`src/rtl/alu_seq.sv`:
```
// alu_seq: handshaked sequential ALU with iterative shifts and multiply.
// Ports:
//   clk, rst                  - clock, asynchronous active-high reset
//   in_valid/in_ready, a, b, s - operand/opcode request channel
//   out_valid/out_ready        - result channel
//   f, ovf, take_branch        - registered result, signed overflow, branch flag
module alu_seq #(
    parameter int WIDTH = 8,
    parameter int SHW   = $clog2(WIDTH)
) (
    input  logic             clk,
    input  logic             rst,
    input  logic             in_valid,
    output logic             in_ready,
    input  logic [WIDTH-1:0] a,
    input  logic [WIDTH-1:0] b,
    input  logic [3:0]       s,
    output logic             out_valid,
    input  logic             out_ready,
    output logic [WIDTH-1:0] f,
    output logic             ovf,
    output logic             take_branch
);

    localparam int CW  = SHW + 1;
    localparam int MSB = WIDTH - 1;

    typedef enum logic [1:0] {IDLE, EXEC, DONE} state_t;

    typedef enum logic [3:0] {
        OP_ADD  = 4'b0000, OP_NOT  = 4'b0001, OP_AND  = 4'b0010, OP_OR   = 4'b0011,
        OP_SRA  = 4'b0100, OP_SLL  = 4'b0101, OP_BEQ  = 4'b0110, OP_BNE  = 4'b0111,
        OP_SUB  = 4'b1000, OP_SRAV = 4'b1001, OP_SLLV = 4'b1010, OP_MUL  = 4'b1011
    } op_t;

    state_t               state, state_nxt;
    logic                 live;          // set on the first edge after reset release
    logic [WIDTH-1:0]     a_r, b_r;
    logic [3:0]           op_r;
    logic [CW-1:0]        cnt;
    logic [2*WIDTH-1:0]   acc, mcand;
    logic [WIDTH-1:0]     mplier;
    logic                 neg_r;

    logic                 accept, last;
    logic [WIDTH-1:0]     abs_a, abs_b, shift_step;
    logic [2*WIDTH-1:0]   acc_step, prod_s;
    logic [WIDTH-1:0]     res_f;
    logic                 res_ovf, res_tb;

    assign accept = in_valid && in_ready;
    // Final iteration happens on the edge that leaves EXEC, so cnt==1 is the
    // last working cycle and cnt==0 covers zero-length operations.
    assign last   = (cnt <= CW'(1));
    assign abs_a  = a[MSB] ? -a : a;
    assign abs_b  = b[MSB] ? -b : b;

    // State register
    always_ff @(posedge clk or posedge rst) begin
        if (rst) begin
            state <= IDLE;
            live  <= 1'b0;
        end else begin
            state <= state_nxt;
            live  <= 1'b1;
        end
    end

    // Next-state logic
    always_comb begin
        state_nxt = state;
        case (state)
            IDLE:    if (accept)    state_nxt = EXEC;
            EXEC:    if (last)      state_nxt = DONE;
            DONE:    if (out_ready) state_nxt = IDLE;
            default:                state_nxt = IDLE;
        endcase
    end

    // FSM outputs
    always_comb begin
        in_ready  = (state == IDLE) && live;
        out_valid = (state == DONE);
    end

    // One-step shift and multiply-accumulate values
    always_comb begin
        shift_step = (op_r == OP_SRAV) ? {a_r[MSB], a_r[MSB:1]} : {a_r[MSB-1:0], 1'b0};
        acc_step   = acc + (mplier[0] ? mcand : '0);
    end

    // Result selection for the final EXEC cycle
    always_comb begin
        res_f   = '0;
        res_ovf = 1'b0;
        res_tb  = 1'b0;
        prod_s  = '0;
        case (op_r)
            OP_ADD: begin
                res_f   = a_r + b_r;
                res_ovf = (a_r[MSB] == b_r[MSB]) && (res_f[MSB] != a_r[MSB]);
            end
            OP_SUB: begin
                res_f   = a_r - b_r;
                res_ovf = (a_r[MSB] != b_r[MSB]) && (res_f[MSB] != a_r[MSB]);
            end
            OP_NOT:  res_f = ~b_r;
            OP_AND:  res_f = a_r & b_r;
            OP_OR:   res_f = a_r | b_r;
            OP_SRA:  res_f = {a_r[MSB], a_r[MSB:1]};
            OP_SLL:  res_f = {a_r[MSB-1:0], 1'b0};
            OP_BEQ:  res_tb = (a_r == b_r);
            OP_BNE:  res_tb = (a_r != b_r);
            OP_SRAV, OP_SLLV: res_f = (cnt != '0) ? shift_step : a_r;
            OP_MUL: begin
                prod_s  = neg_r ? -acc_step : acc_step;
                res_f   = prod_s[MSB:0];
                res_ovf = prod_s[2*WIDTH-1:WIDTH] != {WIDTH{prod_s[MSB]}};
            end
            default: ;
        endcase
    end

    // Datapath registers
    always_ff @(posedge clk or posedge rst) begin
        if (rst) begin
            a_r         <= '0;
            b_r         <= '0;
            op_r        <= '0;
            cnt         <= '0;
            acc         <= '0;
            mcand       <= '0;
            mplier      <= '0;
            neg_r       <= 1'b0;
            f           <= '0;
            ovf         <= 1'b0;
            take_branch <= 1'b0;
        end else begin
            case (state)
                IDLE: if (accept) begin
                    a_r    <= a;
                    b_r    <= b;
                    op_r   <= s;
                    acc    <= '0;
                    mcand  <= (2*WIDTH)'(abs_a);
                    mplier <= abs_b;
                    neg_r  <= a[MSB] ^ b[MSB];
                    if (s == OP_SRAV || s == OP_SLLV)
                        cnt <= CW'(b[SHW-1:0]);
                    else if (s == OP_MUL)
                        cnt <= CW'(WIDTH);
                    else
                        cnt <= '0;
                end
                EXEC: begin
                    if (cnt != '0) begin
                        cnt <= cnt - CW'(1);
                        if (op_r == OP_SRAV || op_r == OP_SLLV)
                            a_r <= shift_step;
                        if (op_r == OP_MUL) begin
                            acc    <= acc_step;
                            mcand  <= mcand << 1;
                            mplier <= mplier >> 1;
                        end
                    end
                    if (last) begin
                        f           <= res_f;
                        ovf         <= res_ovf;
                        take_branch <= res_tb;
                    end
                end
                default: ;
            endcase
        end
    end

endmodule

```
`config.mk`:
```
export PLATFORM = sky130hd
export DESIGN_NAME = alu_seq
export DESIGN_NICKNAME = d
export VERILOG_FILES = /design/src/rtl/alu_seq.sv
export SDC_FILE = /design/constraint.sdc
export NUM_CORES = 1
export LEC_CHECK = 0
export CELL_PAD_IN_SITES_DETAIL_PLACEMENT = 0
export CELL_PAD_IN_SITES_GLOBAL_PLACEMENT = 2
export CORE_UTILIZATION = 40
export CTS_CLUSTER_DIAMETER = 30
export DETAILED_ROUTE_END_ITERATION = 8
export DONT_BUFFER_PORTS = 1
export PLACE_DENSITY_LB_ADDON = 0.3
export SYNTH_ARGS = -nofsm -noshare
export SYNTH_HDL_FRONTEND = slang
export SYNTH_SLANG_ARGS = --single-unit
```
`constraint.sdc`:
```
create_clock -name clk -period 11.2 [get_ports clk]
set_input_delay 0.56 -clock clk [delete_from_list [all_inputs] [get_ports clk]]
set_output_delay 0.56 -clock clk [all_outputs]
set_load 0.005 [all_outputs]
```
# Word-level counts from Yosys, hierarchy flattened
# Cells that the tools add are included.
[word_totals]
elab_cells = 105
regBits = 78
in_bits = 24
[classes]
n_eq_ne = 29
bitwise = 4
addsub = 7
order_cmp = 1
mux = 34
reduce_logical = 17
[op_table]
columns = ["operator", "count"]
rows = [
  ["16-bit 2-to-1 mux", 8],
  ["8-bit 2-to-1 mux", 10],
  ["8-bit one-hot mux with 9 select lines", 1],
  ["16-bit one-hot mux with 2 select lines", 2],
  ["8-bit one-hot mux with 2 select lines", 2],
  ["4-bit equality test (second input constant)", 7],
  ["16-bit adder", 1],
  ["4-bit by 3-bit equality test with 1-bit output (second input constant)", 4],
  ["4-bit 2-to-1 mux", 4],
  ["8-bit inequality test", 2],
  ["16-bit negation", 1],
  ["8-bit negation", 2],
  ["2-bit inequality test (second input constant)", 5],
  ["8-bit adder", 1],
  ["8-bit bitwise AND", 1],
  ["4-bit by 2-bit equality test with 1-bit output (second input constant)", 2],
  ["8-bit equality test", 1],
  ["8-bit inverter", 1],
  ["8-bit OR", 1],
  ["4-bit one-hot mux with 2 select lines", 1],
  ["4-bit AND reduction", 2],
  ["8-bit subtractor", 1],
  ["2-bit 2-to-1 mux", 3],
  ["2-bit one-hot mux with 3 select lines", 1],
  ["other kinds (20)", 28],
]

# Longest topological paths before layout
# Gate-level depths: netlist (run 1).
[depth]
depth_word = 6
depth_mapped = 15
mapped_depth_nobuf = 13

# Worst setup path after synthesis (run 1)
# OpenSTA, ideal clock, no wires.
[synth_path]
kind = "reg-to-reg"
from = "reg mplier[0]"
to = "reg ovf"
path_stages_with_launch = 15
n_path_buf = 1
arrival_ns = 3.856
path_slack_ns = 7.201
setup_ns = 0.143
path_cell_list = "dfrtp_1 -> clkbuf_1 -> and2_1 -> ha_1 -> inv_1 -> fa_1 -> nand2b_1 -> a21oi_1 -> xor2_1 -> or4_4 -> or4_4 -> o41ai_2 -> xor2_1 -> a2111oi_1 -> o32ai_1"
[synth_via]
elab_chain_cells = 6
[synth_lines]
columns = ["item", "line", "source"]
rows = [
  ["from (decl)", "42", "logic [WIDTH-1:0] mplier;"],
  ["from (signal assigned)", "146", "mplier <= abs_b;"],
  ["from (signal assigned)", "163", "mplier <= mplier >> 1;"],
  ["16-bit 2-to-1 mux (*)", "89", "acc_step = acc + (mplier[0] ? mcand : '0);"],
  ["16-bit adder (*)", "89", ""],
  ["16-bit negation", "116", "prod_s = neg_r ? -acc_step : acc_step;"],
  ["16-bit 2-to-1 mux (*)", "116", ""],
  ["8-bit inequality test (*)", "118", "res_ovf = prod_s[2*WIDTH-1:WIDTH] != {WIDTH{prod_s[MSB]}};"],
  ["1-bit one-hot mux with 3 select lines (*)", "98", "case (op_r)"],
  ["to (signal assigned)", "168", "ovf <= res_ovf;"],
  ["to (decl)", "21", "output logic ovf,"],
]
# Every way passes the cells marked *; elsewhere a longest branch is shown, timed or not.
# A chain may end at the register's enable or synchronous reset.

# Final worst setup path (run 1)
# Ends and elaborated chain as after synthesis.

==> results of run 1 <==
==> routing by layer <==
metal / wire length, um / GRT usage / up-vias
li1: - / - / 2988
met4: 373 / 0.0811 / 0
met1: 9780 / 0.372 / 2969
met5: 0 / 0 / -
met2: 8710 / 0.364 / 206
met3: 1500 / 0.0444 / 22
==> power groups by stage <==
stage | combinational, uW | sequential (uW) | clock, uW
2_1_floorplan | 861 | 435 | 0
3_3_place_gp | 1060 | 510 | 0
3_5_place_dp | 1070 | 513 | 0
4_1_cts | 1080 | 507 | 309
5_1_grt | 1210 | 526 | 319
6_report | 1090 | 510 | 302
==> cells by family (layout without fill, tap and decap cells) <==
logic type	Yosys count	count (layout)
xor+xnor	35	35
buf+inv	88	64
flops	78	78
compound gates	255	255
simple gates	325	325
other cells	1	1
mux	12	12
fa+ha+maj	47	47
==> state kept, by name (all words and copies together) (netlist names), 2 cells and up <==
register and count:
a_r 8, acc 16, b_r 8, cnt 4
f 8, mcand 16, mplier 8, op_r 4
state 2
==> cell usage in the layout, fill, tap and decap left out, drive strengths merged, types with 6 or more instances in the layout <==
cell,synthesis,routed
o21a,9,9
nor3,22,22
buf,9,8
ha,44,44
o21bai,9,9
inv,39,41
o211ai,7,7
mux2i,10,10
o21ai,68,68
and2,19,19
o31ai,6,6
dfrtp,78,78
nor4,8,8
or3,6,6
a21o,10,10
clkbuf,39,10
xnor2,16,16
nor2,76,76
nand2,107,107
a221o,7,7
o221ai,6,6
xor2,19,19
nand2b,8,8
a221oi,6,6
nor2b,6,6
a21oi,66,66
nand3,44,44
==> area by class of cell <==
cell class / instances / area, um2 / share of cell area
multi-input cells: 675 / 4330 / 0.614
clock inverters: 6 / 52.6 / 0.00745
repair buffers: 8 / 60.1 / 0.00851
flip-flops and latches: 78 / 1950 / 0.277
inverters: 40 / 151 / 0.0215
clock buffers: 10 / 239 / 0.0339
well taps: 216 / 270 / 0.0383
==> worst paths after layout <==
| path | from | endpoint | slack [ps] | depth (start not counted) |
|---|---|---|---|---|
| setup / recovery | mplier[0] | ovf | 6820 | 13 |
| hold / removal | s[0] | op_r[0] | 310 | 2 |
| setup reg to reg | mplier[0] | ovf | 6820 | 13 |
| hold reg to reg | mplier[4] | mplier[4] | 490 | 2 |
| max in group asynchronous | rst | a_r[4] | 10070 | 2 |
| min in group asynchronous | rst | take_branch | 360 | 2 |
==> through the flow <==
step                      power (uW)   util
after detailed placement        1580  0.421
after CTS                       1890  0.439
after floorplan                 1300      -
after global placement          1570  0.421
after global routing            2050  0.439
final                           1900  0.439
==> flow_summary.ini, run 1 <==
[clocking]
clock_latency_ps = 350
cts_tree = done
clockBufferDepth = 2
post_cts_buffers = 0
post_cts_resized = 0
htree_num_levels = 3
cts_buffers = 9
clkSinkCount = 78
cts-root-buf = clkbuf_16
cts_hold_buf = 0
clk_pin_slew_ps = 70

[yosys]
synth_area_leaders = dfrtp_1 29%, ha_1 8.3%, nand2_1 6.1%
synthXorXnorAreaFrac = 0.0474
synth_seq_cells = 78
yosysSeqAreaShare = 0.295
yosysMostFrequentCell = nand2_1
synth_cell_type_count = 84
synth_commonest_cells = 107 x nand2_1, 78 x dfrtp_1, 74 x nor2_1
synthMuxAreaShare = 0.0185
synth_area_um2 = 6630
synth_top_cell_area_share = 0.295
yosys.area_share.simple = 0.236
yosys_warnings = 0
syn-num-nets = 912
netlist_instances = 841
synth-edff-count = 0
async_flop_share = 1.00
avgSynthCellArea_um2 = 7.88
synth_top_cell_by_area = dfrtp_1
synthFlopType = dfrtp_1
synth_compound_area_frac = 0.259
synthAdderAreaFrac = 0.0921
synth_top_family_by_area = compound AO/OA/AOI/OAI gates

[pwr]
internal_power_uw = 950
powerDensity_nw_per_um2 = 269
switching_power_uw = 949
pwr-share-seq = 0.269
sw_frac_of_total = 0.500
vdd_drop_max_mv = 0.183
cellLeakagePower_uw = 0.00311
clkPwrFrac = 0.159
power_frac_comb = 0.572

[floorplan]
die-area_um2 = 17100
initial_utilization = 0.413
die_y_um = 131
fp.coreArea_um2 = 16100
io_pins = 36
placementRows = 46
die_w_um = 131

[final_layout]
fin_cells = 1033
nets = 883
layout-drive-gt1-share = 0.0575
nFillCells = 1614
syn_to_final_growth_pct = 6.46
fin_area_um2 = 7060
antenna_cells = 0

[critical_path]
crit_arrival_ps = 4590
cp_slowest_stage_delay_ps = 570
crit_chain = and2_1 -> ha_1 -> inv_1 -> fa_1 -> ha_1 -> nand2_1 -> o311a_1 -> nor3_1 -> nand3_2 -> o31ai_1 -> or4bb_1 -> a2111oi_1 -> o32ai_1
critPathKind = register to register
cp.buffers_inverters = 1
cp_max_fo = 17
worst_path_max_delay_cell = dfrtp_1
worst_setup_path_end_kind = register
path_common_cell = ha_1
critPathLaunchType = register
crit_required_ps = 11410
path_delay_family = simple AND/OR/NAND/NOR gates

[routing]
drt_iter0_drc = 501
postRouteAntennaNets = 0
wl_um = 20400
wl_per_cell_um = 19.7
drc = 0
drt_first_pass_iters = 5
viasPerCell = 5.99
num_vias = 6185

[global_routing]
grt_pass1_vias = 5704
antenna_found_initial = 0
grt_pass1_wl_um = 32000
grt_util_all_layers = 0.250
grt_max_degree = 79
gr-total-overflow = 0

[run_status]
status = completed

[timing]
holdWs_ps = 313
setup_viol = 0
rsz0062_at_grt = no
drv_slew = 0
worstMarginPinSlew_ps = 1090
finClkSkew_ps = 10.1
maxSlewHeadroom = 0.276
period_needed_ps = 4380
period_share = 0.391
fmax_mhz = 228
setup_slack_ps = 6820
finalHoldViolations = 0
setup_tns_ps = 0

[placed_design]
gp_congestion = 0.901
place_area_um2 = 6760
dp.final_hpwl_um = 15300
dp.cells = 1017
dp_slack_ps = 6820
io_buffers = 0

[min_path]
holdCritPathClass = input pin to register

[run]
drv_cap = 0
(Power assumes the default switching activity.)
==> run 2, diff against run 1 <==
CORE_UTILIZATION = 35   (was 40)
clock period = 3.8 ns   (was 11.2 ns; I/O delays follow)
==> run 2 against run 1 <==
Combinational power grew to 3.2 times the previous value. Critical path depth stayed put. Count of clock-buffer cells in the layout is 1 lower. Cell count is 5.5% higher. Design area is 7.6% higher. Non-clock buffer count is 44 higher. Register-to-register slack worse by 6700 ps. Clock power grew to 3.2 times the previous value. First-iteration DRC count is 16% lower. Critical path type unchanged. Critical endpoint unchanged.
==> flow_summary.ini, run 2 (synthesis gave the netlist of run 1 again) <==
[placed_design]
io_buffers = 0
gp_congestion = 0.894
dp.final_hpwl_um = 15800

[critical_path]
cp_max_fo = 5
crit_required_ps = 4050
crit_arrival_ps = 3930
path_delay_family = compound AO/OA/AOI/OAI gates
worst_setup_path_end_kind = register
cp_slowest_stage_delay_ps = 610
critPathKind = register to register
critPathLaunchType = register
crit_chain = and2_1 -> ha_2 -> inv_1 -> fa_2 -> nand2b_4 -> a2111oi_4 -> o31a_1 -> o22ai_2 -> or4_4 -> o41ai_4 -> xor2_2 -> a311o_1 -> o32ai_1
worst_path_max_delay_cell = or4_4
cp.buffers_inverters = 1

[floorplan]
placementRows = 49
initial_utilization = 0.363
fp.coreArea_um2 = 18300
die_w_um = 140
die-area_um2 = 19500
io_pins = 36
die_y_um = 140

[timing]
worstMarginPinSlew_ps = 1010
setup_viol = 0
fmax_mhz = 272
period_share = 0.969
maxSlewHeadroom = 0.325
finClkSkew_ps = 8.31
drv_slew = 0
finalHoldViolations = 0
period_needed_ps = 3680

[routing]
wl_per_cell_um = 19.2
drc = 0
drt_iter0_drc = 421
viasPerCell = 5.76
postRouteAntennaNets = 0
wl_um = 20900
num_vias = 6274
drt_first_pass_iters = 5

[final_layout]
syn_to_final_growth_pct = 14.6
nets = 927
reg_top3 = acc (16), mcand (16)
layout-drive-gt1-share = 0.114
final_common_cell = nand2_1
antenna_cells = 0
utilization = 0.416
final_cell_mix = 107 x nand2_1, 78 x dfrtp_1, 74 x nor2_1, 65 x a21oi_1, 65 x o21ai_0
nFillCells = 1901

[pwr]
vdd_drop_max_mv = 0.395
finalPower_uw = 5970
powerDensity_nw_per_um2 = 786
cellLeakagePower_uw = 0.00337

[min_path]
holdCritPathClass = input pin to register

[run]
drv_cap = 0

[clocking]
clkSinkCount = 78
cts_buffers = 9
cts_tree = done
clk_pin_slew_ps = 70
htree_num_levels = 3
cts-root-buf = clkbuf_16
clock_latency_ps = 350
clockBufferDepth = 2

[run_status]
status = completed

[global_routing]
grt_pass1_wl_um = 34000
gr-total-overflow = 0
antenna_found_initial = 0
grt_max_degree = 56
grt_util_all_layers = 0.224
grt_pass1_vias = 6222
-- run 2: cell count changes in the layout (fill, tap and decap cells not counted), moves of 2 or more --
cell	delta
buf_4	+33
dlygate4sd3_1	+10
ha_1	-4
ha_2	+4
bufinv_16	+2
clkinv_2	+2
clkinvlp_4	-2
nor3_1	-2
nor3_2	+2
xor2_1	-2
xor2_2	+2
-- run 2: final cells by class --
class	count	area [um2]	share of cell area
Multi-Input combinational cell	675	4460	0.587
Sequential cell	78	1950	0.257
Timing Repair Buffer	52	428	0.0563
Tap cell	229	287	0.0377
Clock buffer	9	225	0.0297
Inverter	40	151	0.0199
Clock inverter	7	96.3	0.0127
-- run 2: what timing repair did --
action / 4_1_cts / 5_1_grt
endpoints found under the hold margin: 64 / 0
pin swaps: 0 / 11
gates resized for setup: 2 / 14
endpoints found under the setup margin: 1 / 1
hold buffers: 10 / 0
setup buffers: 0 / 3
-- run 2: metal layers --
| layer | vias up | share of wire | GRT usage |
|---|---|---|---|
| met5 | - | 0 | 0 |
| met4 | 0 | 0.019 | 0.0804 |
| met3 | 23 | 0.060 | 0.0458 |
| met2 | 167 | 0.46 | 0.350 |
| met1 | 3033 | 0.46 | 0.306 |
| li1 | 3051 | - | - |
-- run 2: through the flow --
stage          TNS [ps]  hold slack, ps  area, um2  cells  setup WS (ps)
2_1_floorplan         0             295       6660    841           3.33
6_report              0            2.96       7590   1090            118
3_3_place_gp          0             301       7050   1061           95.8
4_1_cts               0            3.13       7490   1087           20.8
5_1_grt           -12.8            7.99       7590   1090          -12.8
3_5_place_dp          0             301       7050   1061          0.959
-- run 2: power by group --
part / internal [uW] / total [uW] / switching [uW]
combinational: 1430 / 3540 / 2100
clock: 579 / 964 / 384
sequential: 1090 / 1470 / 375
-- run 2: path summary, 6_finish.rpt --
| check | startpoint | endpoint | slack (ps) | cells after the start |
|---|---|---|---|---|
| max | mplier[0] | ovf | 120 | 13 |
| min | b[4] | b_r[4] | 3 | 2 |
| max reg2reg | mplier[0] | ovf | 120 | 13 |
| min reg2reg | mplier[7] | mplier[7] | 480 | 2 |
| max in group asynchronous | rst | mcand[8] | 2430 | 3 |
| min in group asynchronous | rst | f[5] | 490 | 2 |
-- run 2: worst register-to-register path: stages, from the launching register on --
cell	delay, ps
dfrtp_1	410
and2_1	150
ha_2	160
inv_1	50
fa_2	370
nand2b_4	200
a2111oi_4	420
o31a_1	230
o22ai_2	120
or4_4	610
o41ai_4	290
xor2_2	140
a311o_1	330
o32ai_1	120
==> run 3, diff against run 2 <==
PLACE_DENSITY_LB_ADDON = 0.1   (was 0.3)
==> run 3 against run 2 <==
Largest power group unchanged. Sequential power about the same. Design area increased by 1.2%. Flip-flop and latch count unchanged. Via count increased by 2.6%. Fmax increased by 0.31%. Largest cell class unchanged. Cell count increased by 1.0%. Non-clock buffer count increased by 11. Clock skew increased by 3.5 ps. Clock power decreased by 3.6%. First-iteration DRC count increased by 14%.
==> flow_summary.ini, run 3 (synthesis gave the netlist of run 1 again) <==
[floorplan]
die_w_um = 140
io_pins = 36
initial_utilization = 0.363
die-area_um2 = 19500
placementRows = 49
fp.coreArea_um2 = 18300
die_y_um = 140

[routing]
num_vias = 6434
postRouteAntennaNets = 0
wl_per_cell_um = 20.5
wl_um = 22500
viasPerCell = 5.84
drc = 0
drt_first_pass_iters = 6
drt_iter0_drc = 479

[clocking]
clkSinkCount = 78
htree_num_levels = 3
clock_latency_ps = 350
clk_pin_slew_ps = 70
cts_tree = done
cts-root-buf = clkbuf_16
clockBufferDepth = 2
cts_buffers = 9

[timing]
drv_slew = 0
holdWs_ps = 10.5
fmax_mhz = 272
setup_viol = 0
maxSlewHeadroom = 0.301
finClkSkew_ps = 11.8
worstMarginPinSlew_ps = 1040
period_share = 0.966
period_needed_ps = 3670
finalHoldViolations = 0

[final_layout]
reg_top3 = acc (16), mcand (16)
antenna_cells = 0
final_cell_mix = 107 x nand2_1, 78 x dfrtp_1, 74 x nor2_1, 64 x a21oi_1, 63 x o21ai_0
fin_cells = 1101
nets = 938
layout-drive-gt1-share = 0.133
syn_to_final_growth_pct = 16.0
final_common_cell = nand2_1

[global_routing]
grt_max_degree = 42
grt_pass1_vias = 6049
antenna_found_initial = 0
grt_pass1_wl_um = 35000
grt_util_all_layers = 0.235
gr-total-overflow = 0

[run]
drv_cap = 0

[critical_path]
crit_required_ps = 4020
worstSetupStartpoint = mplier[0]
cp.buffers_inverters = 1
crit_chain = and2_1 -> ha_2 -> inv_1 -> fa_2 -> nand2b_4 -> a21oi_2 -> xor2_2 -> or4_4 -> or4_4 -> nor3_1 -> o2111ai_1 -> a2111oi_4 -> o32ai_1
cp_max_fo = 5
path_delay_family = simple AND/OR/NAND/NOR gates
worst_path_max_delay_cell = or4_4
critPathLaunchType = register
crit_arrival_ps = 3900
worst_setup_path_end_kind = register
path_common_cell = or4_4
critPathKind = register to register
reg2reg_from = mplier[0]
cp_slowest_stage_delay_ps = 600

[pwr]
powerDensity_nw_per_um2 = 791
vdd_drop_max_mv = 0.330
cellLeakagePower_uw = 0.00340

[run_status]
status = completed

[placed_design]
dp.cells = 1074
io_buffers = 0
dp.final_hpwl_um = 16700
gp_congestion = 0.861

[min_path]
hold_start = b[2]
holdCritPathClass = input pin to register
==> run 3: area by class of cell <==
type	count	area, um2
fillers	1927	10600
clock buffers	10	229
multi-input cells	675	4500
well taps	229	287
repair buffers	63	495
clock inverters	6	70.1
flip-flops and latches	78	1950
inverters	40	151
==> run 3: stage by stage <==
step | TNS, ps | cell area [um2] | util | worst slack [ps] | power, uW
final | 0 | 7690 | 0.421 | 129 | 6080
after CTS | 0 | 7530 | 0.412 | 38.8 | 5930
after detailed placement | 0 | 7140 | 0.391 | 3.07 | 4970
after global routing | -24.2 | 7690 | 0.421 | -24.2 | 6540
after global placement | 0 | 7140 | 0.391 | 107 | 4930
after floorplan | 0 | 6660 | - | 3.33 | 3840
==> run 3: final timing paths <==
path,endpoint,slack [ps],depth (start not counted)
min in group asynchronous,f[6],410,2
max in group asynchronous,acc[4],2340,3
worst min-delay path,b_r[2],10,2
worst max register to register,ovf,130,13
worst min register to register,mplier[1],480,2
worst max-delay path,ovf,130,13
==> run 3: repair_timing <==
| action | CTS | global route |
|---|---|---|
| buffers inserted | 0 | 2 |
| setup endpoints to repair | 1 | 1 |
| hold endpoints to repair | 46 | 0 |
| pin swaps | 0 | 6 |
| gates resized for setup | 1 | 25 |
| hold buffers | 9 | 0 |
==> run 3: power by group <==
| part | leakage (uW) | total, uW | internal [uW] | switching (uW) |
|---|---|---|---|---|
| combinational | 0.00224 | 3650 | 1500 | 2150 |
| sequential | 0.00102 | 1500 | 1090 | 409 |
| clock | 0.000147 | 929 | 517 | 412 |
| total | 0.00340 | 6080 | 3110 | 2970 |
==> run 3: routing by layer <==
metal	wire length [um]	GRT usage	up-vias
li1	-	-	3079
met1	11300	0.358	3147
met2	9830	0.341	191
met3	1130	0.0434	17
met4	210	0.0457	0
met5	0	0	-
